<file path="config.mk">
export PLATFORM = sky130hd
export DESIGN_NAME = hazard_ctrl
export DESIGN_NICKNAME = d
export VERILOG_FILES = /design/src/rtl/hazard_ctrl.sv
export SDC_FILE = /design/constraint.sdc
export NUM_CORES = 1
export LEC_CHECK = 0
export CORE_ASPECT_RATIO = 1.5
export CORE_UTILIZATION = 44
export CTS_CLUSTER_DIAMETER = 60
export CTS_CLUSTER_SIZE = 25
export DETAILED_ROUTE_END_ITERATION = 12
export GPL_ROUTABILITY_DRIVEN = 0
export PLACE_DENSITY = 0.83
export SLEW_MARGIN = 25
export SYNTH_ARGS = -nofsm -noshare
export SYNTH_HDL_FRONTEND = slang
export SYNTH_SLANG_ARGS = --single-unit
</file>
<file path="constraint.sdc">
create_clock -name clk -period 4.8 [get_ports clk]
set_input_delay 0.96 -clock clk [delete_from_list [all_inputs] [get_ports clk]]
set_output_delay 0.96 -clock clk [all_outputs]
set_load 0.03 [all_outputs]
</file>
<file path="src/rtl/hazard_ctrl.sv">
// -----------------------------------------------------------------------------
// hazard_ctrl
//
// Hazard controller for the 5-stage pipeline (FD, DE, EM, MW).
//
// - Detects read-after-write hazards between the decode instruction and older
//   producers in DE, EM and MW.
// - Resolves them either by stalling only (FWD_EN=0) or by forwarding from
//   EM/MW and stalling on load-use only (FWD_EN=1).
// - Squashes the younger instruction on a taken branch resolved in execute.
// - Keeps saturating stall/flush counters, a registered record of the last
//   action, and a sticky watchdog that trips on an over-long stall run.
//
// Ports:
//   clk, rst          clock; asynchronous active-high reset
//   fd_*              decode instruction: valid, source specifiers, used flags
//   de_*              execute instruction: valid, RegWrite, MemRead, rd/rs/rt
//   em_*, mw_*        later producers: valid, RegWrite, rd
//   br_taken          taken branch/jump resolved in execute this cycle
//   stall             hold PC and the FD register
//   insert_nop        load a bubble into DE on the next edge
//   flush_fd          invalidate the FD register on the next edge
//   fwd_a, fwd_b      execute operand select: 00 regfile, 10 EM, 01 MW
//   hz_state          last-cycle action: 00 RUN, 01 STALL, 10 FLUSH
//   stall_cnt         saturating count of STALL cycles
//   flush_cnt         saturating count of FLUSH cycles
//   stall_timeout     sticky watchdog error
// -----------------------------------------------------------------------------
module hazard_ctrl #(
    parameter int REG_AW    = 3,
    parameter int FWD_EN    = 1,
    parameter int R0_ZERO   = 0,
    parameter int CNT_W     = 16,
    parameter int MAX_STALL = 8
) (
    input  logic              clk,
    input  logic              rst,
    input  logic              fd_valid,
    input  logic              fd_rs_used,
    input  logic              fd_rt_used,
    input  logic [REG_AW-1:0] fd_rs,
    input  logic [REG_AW-1:0] fd_rt,
    input  logic              de_valid,
    input  logic              de_RegWrite,
    input  logic              de_MemRead,
    input  logic [REG_AW-1:0] de_rd,
    input  logic [REG_AW-1:0] de_rs,
    input  logic [REG_AW-1:0] de_rt,
    input  logic              em_valid,
    input  logic              em_RegWrite,
    input  logic [REG_AW-1:0] em_rd,
    input  logic              mw_valid,
    input  logic              mw_RegWrite,
    input  logic [REG_AW-1:0] mw_rd,
    input  logic              br_taken,
    output logic              stall,
    output logic              insert_nop,
    output logic              flush_fd,
    output logic [1:0]        fwd_a,
    output logic [1:0]        fwd_b,
    output logic [1:0]        hz_state,
    output logic [CNT_W-1:0]  stall_cnt,
    output logic [CNT_W-1:0]  flush_cnt,
    output logic              stall_timeout
);

    typedef enum logic [1:0] {
        HZ_RUN   = 2'b00,
        HZ_STALL = 2'b01,
        HZ_FLUSH = 2'b10
    } hz_t;

    localparam logic [1:0] SEL_RF = 2'b00;
    localparam logic [1:0] SEL_EM = 2'b10;
    localparam logic [1:0] SEL_MW = 2'b01;

    // run_len must be able to hold MAX_STALL so it can saturate there
    // instead of wrapping during an endless stall.
    localparam int               RUN_W     = $clog2(MAX_STALL + 1);
    localparam logic [RUN_W-1:0] RUN_MAX   = RUN_W'(MAX_STALL);
    localparam logic [RUN_W-1:0] RUN_LIMIT = RUN_W'(MAX_STALL - 1);
    localparam logic [CNT_W-1:0] CNT_MAX   = '1;

    // A producer matches a source when it writes that register, the source is
    // really read, and (optionally) the register is not the hardwired zero.
    function automatic logic src_match(
        input logic              p_valid,
        input logic              p_wr,
        input logic [REG_AW-1:0] p_rd,
        input logic [REG_AW-1:0] src,
        input logic              src_used
    );
        logic r0_masked;
        r0_masked = (R0_ZERO != 0) && (src == '0);
        return p_valid && p_wr && src_used && (p_rd == src) && !r0_masked;
    endfunction

    // Operand select for one execute source; EM holds the younger value so it
    // takes priority over MW.
    function automatic logic [1:0] fwd_sel(
        input logic [REG_AW-1:0] src
    );
        logic [1:0] sel;
        sel = SEL_RF;
        if (src_match(em_valid, em_RegWrite, em_rd, src, de_valid)) begin
            sel = SEL_EM;
        end else if (src_match(mw_valid, mw_RegWrite, mw_rd, src, de_valid)) begin
            sel = SEL_MW;
        end
        return sel;
    endfunction

    logic       de_hit;
    logic       em_hit;
    logic       mw_hit;
    logic       stall_all;
    logic       stall_lu;
    logic       raw_stall;
    logic [1:0] fwd_a_raw;
    logic [1:0] fwd_b_raw;
    hz_t        act;
    hz_t        hz_q;
    logic [RUN_W-1:0] run_len;

    // Decode-source hits against each producer stage
    always_comb begin
        de_hit = src_match(de_valid, de_RegWrite, de_rd, fd_rs, fd_rs_used) ||
                 src_match(de_valid, de_RegWrite, de_rd, fd_rt, fd_rt_used);
        em_hit = src_match(em_valid, em_RegWrite, em_rd, fd_rs, fd_rs_used) ||
                 src_match(em_valid, em_RegWrite, em_rd, fd_rt, fd_rt_used);
        mw_hit = src_match(mw_valid, mw_RegWrite, mw_rd, fd_rs, fd_rs_used) ||
                 src_match(mw_valid, mw_RegWrite, mw_rd, fd_rt, fd_rt_used);

        // Without forwarding the consumer waits until the producer has
        // retired; with forwarding only a load still in DE cannot be bypassed.
        stall_all = fd_valid && (de_hit || em_hit || mw_hit);
        stall_lu  = fd_valid && de_MemRead && de_hit;
        raw_stall = (FWD_EN != 0) ? stall_lu : stall_all;

        fwd_a_raw = (FWD_EN != 0) ? fwd_sel(de_rs) : SEL_RF;
        fwd_b_raw = (FWD_EN != 0) ? fwd_sel(de_rt) : SEL_RF;
    end

    // Action for this cycle: a taken branch squashes FD, which also removes
    // the stalled consumer, so flush always wins.
    always_comb begin
        act = HZ_RUN;
        if (br_taken) begin
            act = HZ_FLUSH;
        end else if (raw_stall) begin
            act = HZ_STALL;
        end
    end

    // Combinational controls are held quiet while reset is asserted
    always_comb begin
        stall      = 1'b0;
        insert_nop = 1'b0;
        flush_fd   = 1'b0;
        fwd_a      = SEL_RF;
        fwd_b      = SEL_RF;
        if (!rst) begin
            stall      = (act == HZ_STALL);
            insert_nop = (act != HZ_RUN);
            flush_fd   = (act == HZ_FLUSH);
            fwd_a      = fwd_a_raw;
            fwd_b      = fwd_b_raw;
        end
    end

    // ---- registered action state ----
    always_ff @(posedge clk or posedge rst) begin
        if (rst) begin
            hz_q <= HZ_RUN;
        end else begin
            hz_q <= act;
        end
    end

    assign hz_state = hz_q;

    // ---- statistics and watchdog ----
    always_ff @(posedge clk or posedge rst) begin
        if (rst) begin
            stall_cnt     <= '0;
            flush_cnt     <= '0;
            run_len       <= '0;
            stall_timeout <= 1'b0;
        end else begin
            if (act == HZ_STALL) begin
                if (stall_cnt != CNT_MAX) begin
                    stall_cnt <= stall_cnt + CNT_W'(1);
                end
                if (run_len != RUN_MAX) begin
                    run_len <= run_len + RUN_W'(1);
                end
                // This stall is the MAX_STALL-th in a row
                if (run_len == RUN_LIMIT) begin
                    stall_timeout <= 1'b1;
                end
            end else begin
                run_len <= '0;
            end

            if ((act == HZ_FLUSH) && (flush_cnt != CNT_MAX)) begin
                flush_cnt <= flush_cnt + CNT_W'(1);
            end
        end
    end

endmodule

</file>
* Yosys cells after proc, flatten, opt, wreduce, memory -nomap -nowiden
Index checks and enable logic that the tools add are counted.
** Cells by class
- Add/subtract/negate cells :: 3
- Equality and inequality tests :: 13
- Mux-type cells :: 13
- Reductions and logical operators :: 20
** Operators with widths (number)
- adder 16 x 1 -> 16 bit, second input constant :: 2
- inequality test 16 bit, second input constant :: 2
- equality test 3 bit :: 6
- logical AND 1 bit :: 16
- 2-to-1 mux 2 bit :: 5
- 2-to-1 mux 4 bit :: 2
- 2-to-1 mux 1 bit :: 6
- adder 4 x 1 -> 4 bit, second input constant :: 1
- equality test 4 x 3 -> 1 bit, second input constant :: 1
- inequality test 4 bit, second input constant :: 1
- AND reduction 2 bit :: 2
- equality test 2 x 1 -> 1 bit, second input constant :: 1
- equality test 2 bit, second input constant :: 1
- inequality test 2 x 1 -> 1 bit, second input constant :: 1
- nonzero test 2 bit :: 1
- logical OR 1 bit :: 1
** Storage, ports and cells
- Bits in registers :: 39
- Bits of input ports :: 34
- Output and inout port bits :: 42
- Word-level logic and storage cells :: 54

* Logic depth before layout (Yosys ltp)
- Word-level depth :: 9
- Mapped depth :: 8
- Gate-level depth less buffers :: 7

* Least setup slack after synthesis
No wires, ideal clock.
- Path kind :: input to output
- Start :: in rst
- End :: out fwd_a[0]
- Arrival time :: 3076 ps
- Required time :: 3840 ps
- Setup slack :: 764 ps
- Stages :: 3
- Buffers on the path :: 0
- Path through :: inv_1 > nand4_1 > nor4_1
** Between the ends
- Longest elaborated chain between the ends :: 1
** Ends and longest elaborated chain
- start, declared :: RTL line 37 : input logic rst,
- 2-to-1 mux 2 bit :: RTL line 162 : if (!rst) begin
- end, declared :: RTL line 59 : output logic [1:0] fwd_a,
Every way passes these cells.

* Worst setup path after layout
- Start :: in de_rd[1]
- End :: out stall
** Between the ends
- Longest elaborated chain between the ends :: 8
- Elaborated cells on any way between the ends :: 10
- Classes of those cells :: eq/ne (3); mux (3); reduce/logical (4)
** Ends and longest elaborated chain
- start, declared :: RTL line 46 : input logic [REG_AW-1:0] de_rd,
- equality test 3 bit :: RTL line 95 : return p_valid && p_wr && src_used && (p_rd == src) && !r0_masked;
- logical AND 1 bit :: RTL line 95
- logical OR 1 bit * :: RTL line 127 : de_hit = src_match(de_valid, de_RegWrite, de_rd, fd_rs, fd_rs_used) ||
- logical AND 1 bit * :: RTL line 137 : stall_lu = fd_valid && de_MemRead && de_hit;
- 2-to-1 mux 1 bit * :: RTL line 150 : end else if (raw_stall) begin
- 2-to-1 mux 2 bit * :: RTL line 148 : if (br_taken) begin
- equality test 2 x 1 -> 1 bit * :: RTL line 163 : stall = (act == HZ_STALL);
- 2-to-1 mux 1 bit * :: RTL line 162
- end, declared :: RTL line 56 : output logic stall,
Every way passes the cells marked *; elsewhere a longest branch is shown, timed or not.

==> flow_summary.ini <==
[synthesis]
ys_seq_elements = 39
synth.distinct_cells = 36
seq_area_frac_synth_pct = 46.2
yosys.area.top_type = dfrtp_1
syn_inst = 203
syn_nets = 241
avgSynthCellArea_sq_um = 10.4
syn_area_sq_um = 2110
synth_top_area_share_pct = 46.2
ys_warn_count = 0
synth.area.top_cells = dfrtp_1 46%, xnor2_1 13%, xor2_1 5.8%

[setup_path]
path_max_fanout = 6
worst_ep_required_time_ns = 3.84
reg2reg_to = flush_cnt[1]
end_kind = primary output
crit_buf_inv = 2
crit_end = stall
r2r_slack_ns = 2.80
slowest_delay_ns = 0.67
slowest_stage = clkdlybuf4s50_1
worst-setup-path-type = input pin to primary output
crit_chain = clkdlybuf4s50_1 -> xnor2_1 -> nand4_1 -> a21oi_2 -> nand2_2 -> nor2_1 -> clkdlybuf4s50_1
worst_setup_path_start_kind = input pin
path_depth = 7
timing.rr.start = flush_cnt[0]
worstSetupStartpoint = de_rd[1]
worstRegToRegCells = 4
cp.arrival_ns = 2.95
crit_family = buffers and inverters
cp_common_cell = clkdlybuf4s50_1

[timing]
tns_ns = 0
finalHoldViolations = 0
period_share_pct = 81.5
fin_skew_ns = 0.00748
postLayoutSetupSlackWorst_ns = 0.889
rsz0062_at_grt = no
fmaxAchievable_mhz = 256
slew_headroom_pct = 67.0
setup_viol = 0
worst_pin_slew_ns = 0.494
maxSlewViolCount = 0
min_period_ns = 3.91
holdWs_ns = 0.464

[worst_hold_path]
holdPathStages = 1
hold_class = register to register

[clock_tree]
clk_path_buf_depth = 2
postCtsSetupRepairBufs = 0
cts_inserted_buffers = 5
cts_tree = done
clk-insertion-delay-late_ns = 0.29
post_cts_resize_count = 0
clock_sinks = 39
cts_root_buf = clkbuf_8
clk_pin_slew_worst_paths_ns = 0.08
hold_buffers = 0
htreeDepth = 2

[global_route]
grt_use_total_pct = 21.5
grt_pass1_vias = 1863
overflow = 0
grt_pass1_wl_um = 8330
antenna_found_initial = 0
grt_max_degree = 41

[run_status]
status = finished, final reports clean

[finish]
syn2layout_area_growth_pct = 44.1
fill_cells = 393
post_route_cells_drive_above_1_share_pct = 6.99
stdcell_area_sq_um = 3040
final_nets = 323
post-route-util_pct = 66.4
diodes = 0
final_common_cell = clkdlybuf4s50_1
final_cell_mix = 75 x clkdlybuf4s50_1, 39 x dfrtp_1, 32 x xnor2_1

[power_and_ir_drop]
p_leak_nw = 1.26
vdd_ir_drop_max_uv = 441
powerDensity_nw_per_um2 = 292

[floorplanning]
dieHeight_um = 86.9
die_x_um = 58.6
ios = 76
core-area_sq_um = 4580
initial_core_util_pct = 46.1
die-area_sq_um = 5090
rows = 30

[detailed_routing]
totalWireLength_um = 5000
dr.pass1.iters = 4
drtAntennaViolNets = 0
route.detailed.drc = 0
viasPerCell = 5.24
wl_per_cell_um = 14.3
drtIter0Drc = 38
vias = 1834

[place]
dp_slack_ns = 0.872
portBuffers = 75
dp.final_hpwl_um = 3840
place_area_sq_um = 2940

[job]
max_cap_violations = 0
sequential cells by signal (all words and copies together) (netlist names):
register	cells
run_len	4
stall_cnt	16
flush_cnt	16
hz_state	2
stall_timeout	1
worst min path at each step:
stage | start | end
2_1_floorplan | run_len[1] | run_len[1]
3_3_place_gp | stall_timeout | stall_timeout
3_5_place_dp | stall_timeout | stall_timeout
4_1_cts | stall_timeout | stall_timeout
5_1_grt | stall_timeout | stall_timeout
6_report | stall_timeout | stall_timeout
layer usage:
metal  part of all wire, %  GRT usage [%]  vias up  wire, um
met5                     0              0        -         0
met4                   2.9           10.2        0       146
met3                   8.8           6.24       12       439
met2                    51           38.2       82      2540
met1                    37           22.9      860      1870
li1                      -              -      880         -
kinds of logic (layout without fill, tap and decap cells):
| group | Yosys count | count (layout) | share of synthesized area (%) |
|---|---|---|---|
| and+or+nand+nor | 89 | 89 | 22.3 |
| xor gates and xnor gates | 46 | 46 | 19.1 |
| DFF | 39 | 39 | 46.2 |
| AOI/OAI and AO/OA | 11 | 11 | 5.45 |
| buffers and inverters | 9 | 92 | 1.95 |
| muxes | 5 | 5 | 2.67 |
| adders and majority gates | 4 | 4 | 2.37 |
synth_stat cells, drive strengths merged:
library cell and instances:
a2111oi 1, a21oi 2, a41o 1, a41oi 1, and2 2, and3 9
and4 2, buf 1, dfrtp 39, ha 4, inv 8, mux2 5
nand2 13, nand2b 1, nand3 22, nand3b 1, nand4 10, nand4b 1
nor2 18, nor3 4, nor3b 1, nor4 4, o2111ai 1, o211ai 1
o21a 1, o21ai 2, o31ai 1, or2 1, xnor2 32, xor2 14
report_power, final:
part	total [W]	switching, W	internal, W
Clock	0.000246	0.000116	0.000131
Combinational	0.000243	0.000128	0.000115
Sequential	0.000401	0.0000413	0.000359
Total	0.000890	0.000285	0.000605
through the flow:
stage / total power [W] / cells
finish: 0.000890 / 350
detailed placement: 0.000649 / 342
CTS: 0.000900 / 350
floorplan: 0.000532 / 203
global route: 0.000935 / 350
global placement: 0.000645 / 342
worst register-to-register path: cells and delay by family (launching register included):
family	cells	cell delay [ns]
adder cells (fa/ha/maj)	1	0.21
multiplexers	1	0.38
flip-flops	1	0.40
AO/OA/AOI/OAI	1	0.52
AND/OR/NAND/NOR	1	0.38
final cells by class:
class                      instances  area, sq um  share of cell area, %
multi-input combinational        155         1090                   36.0
sequential                        39          976                   32.1
timing repair buffer              76          758                   24.9
clock buffer                       7         96.3                   3.17
tap                               64         80.1                   2.63
inverter                           8         30.0                  0.987
clock inverter                     1         7.51                  0.247
Power figures use the tool's default switching activity.
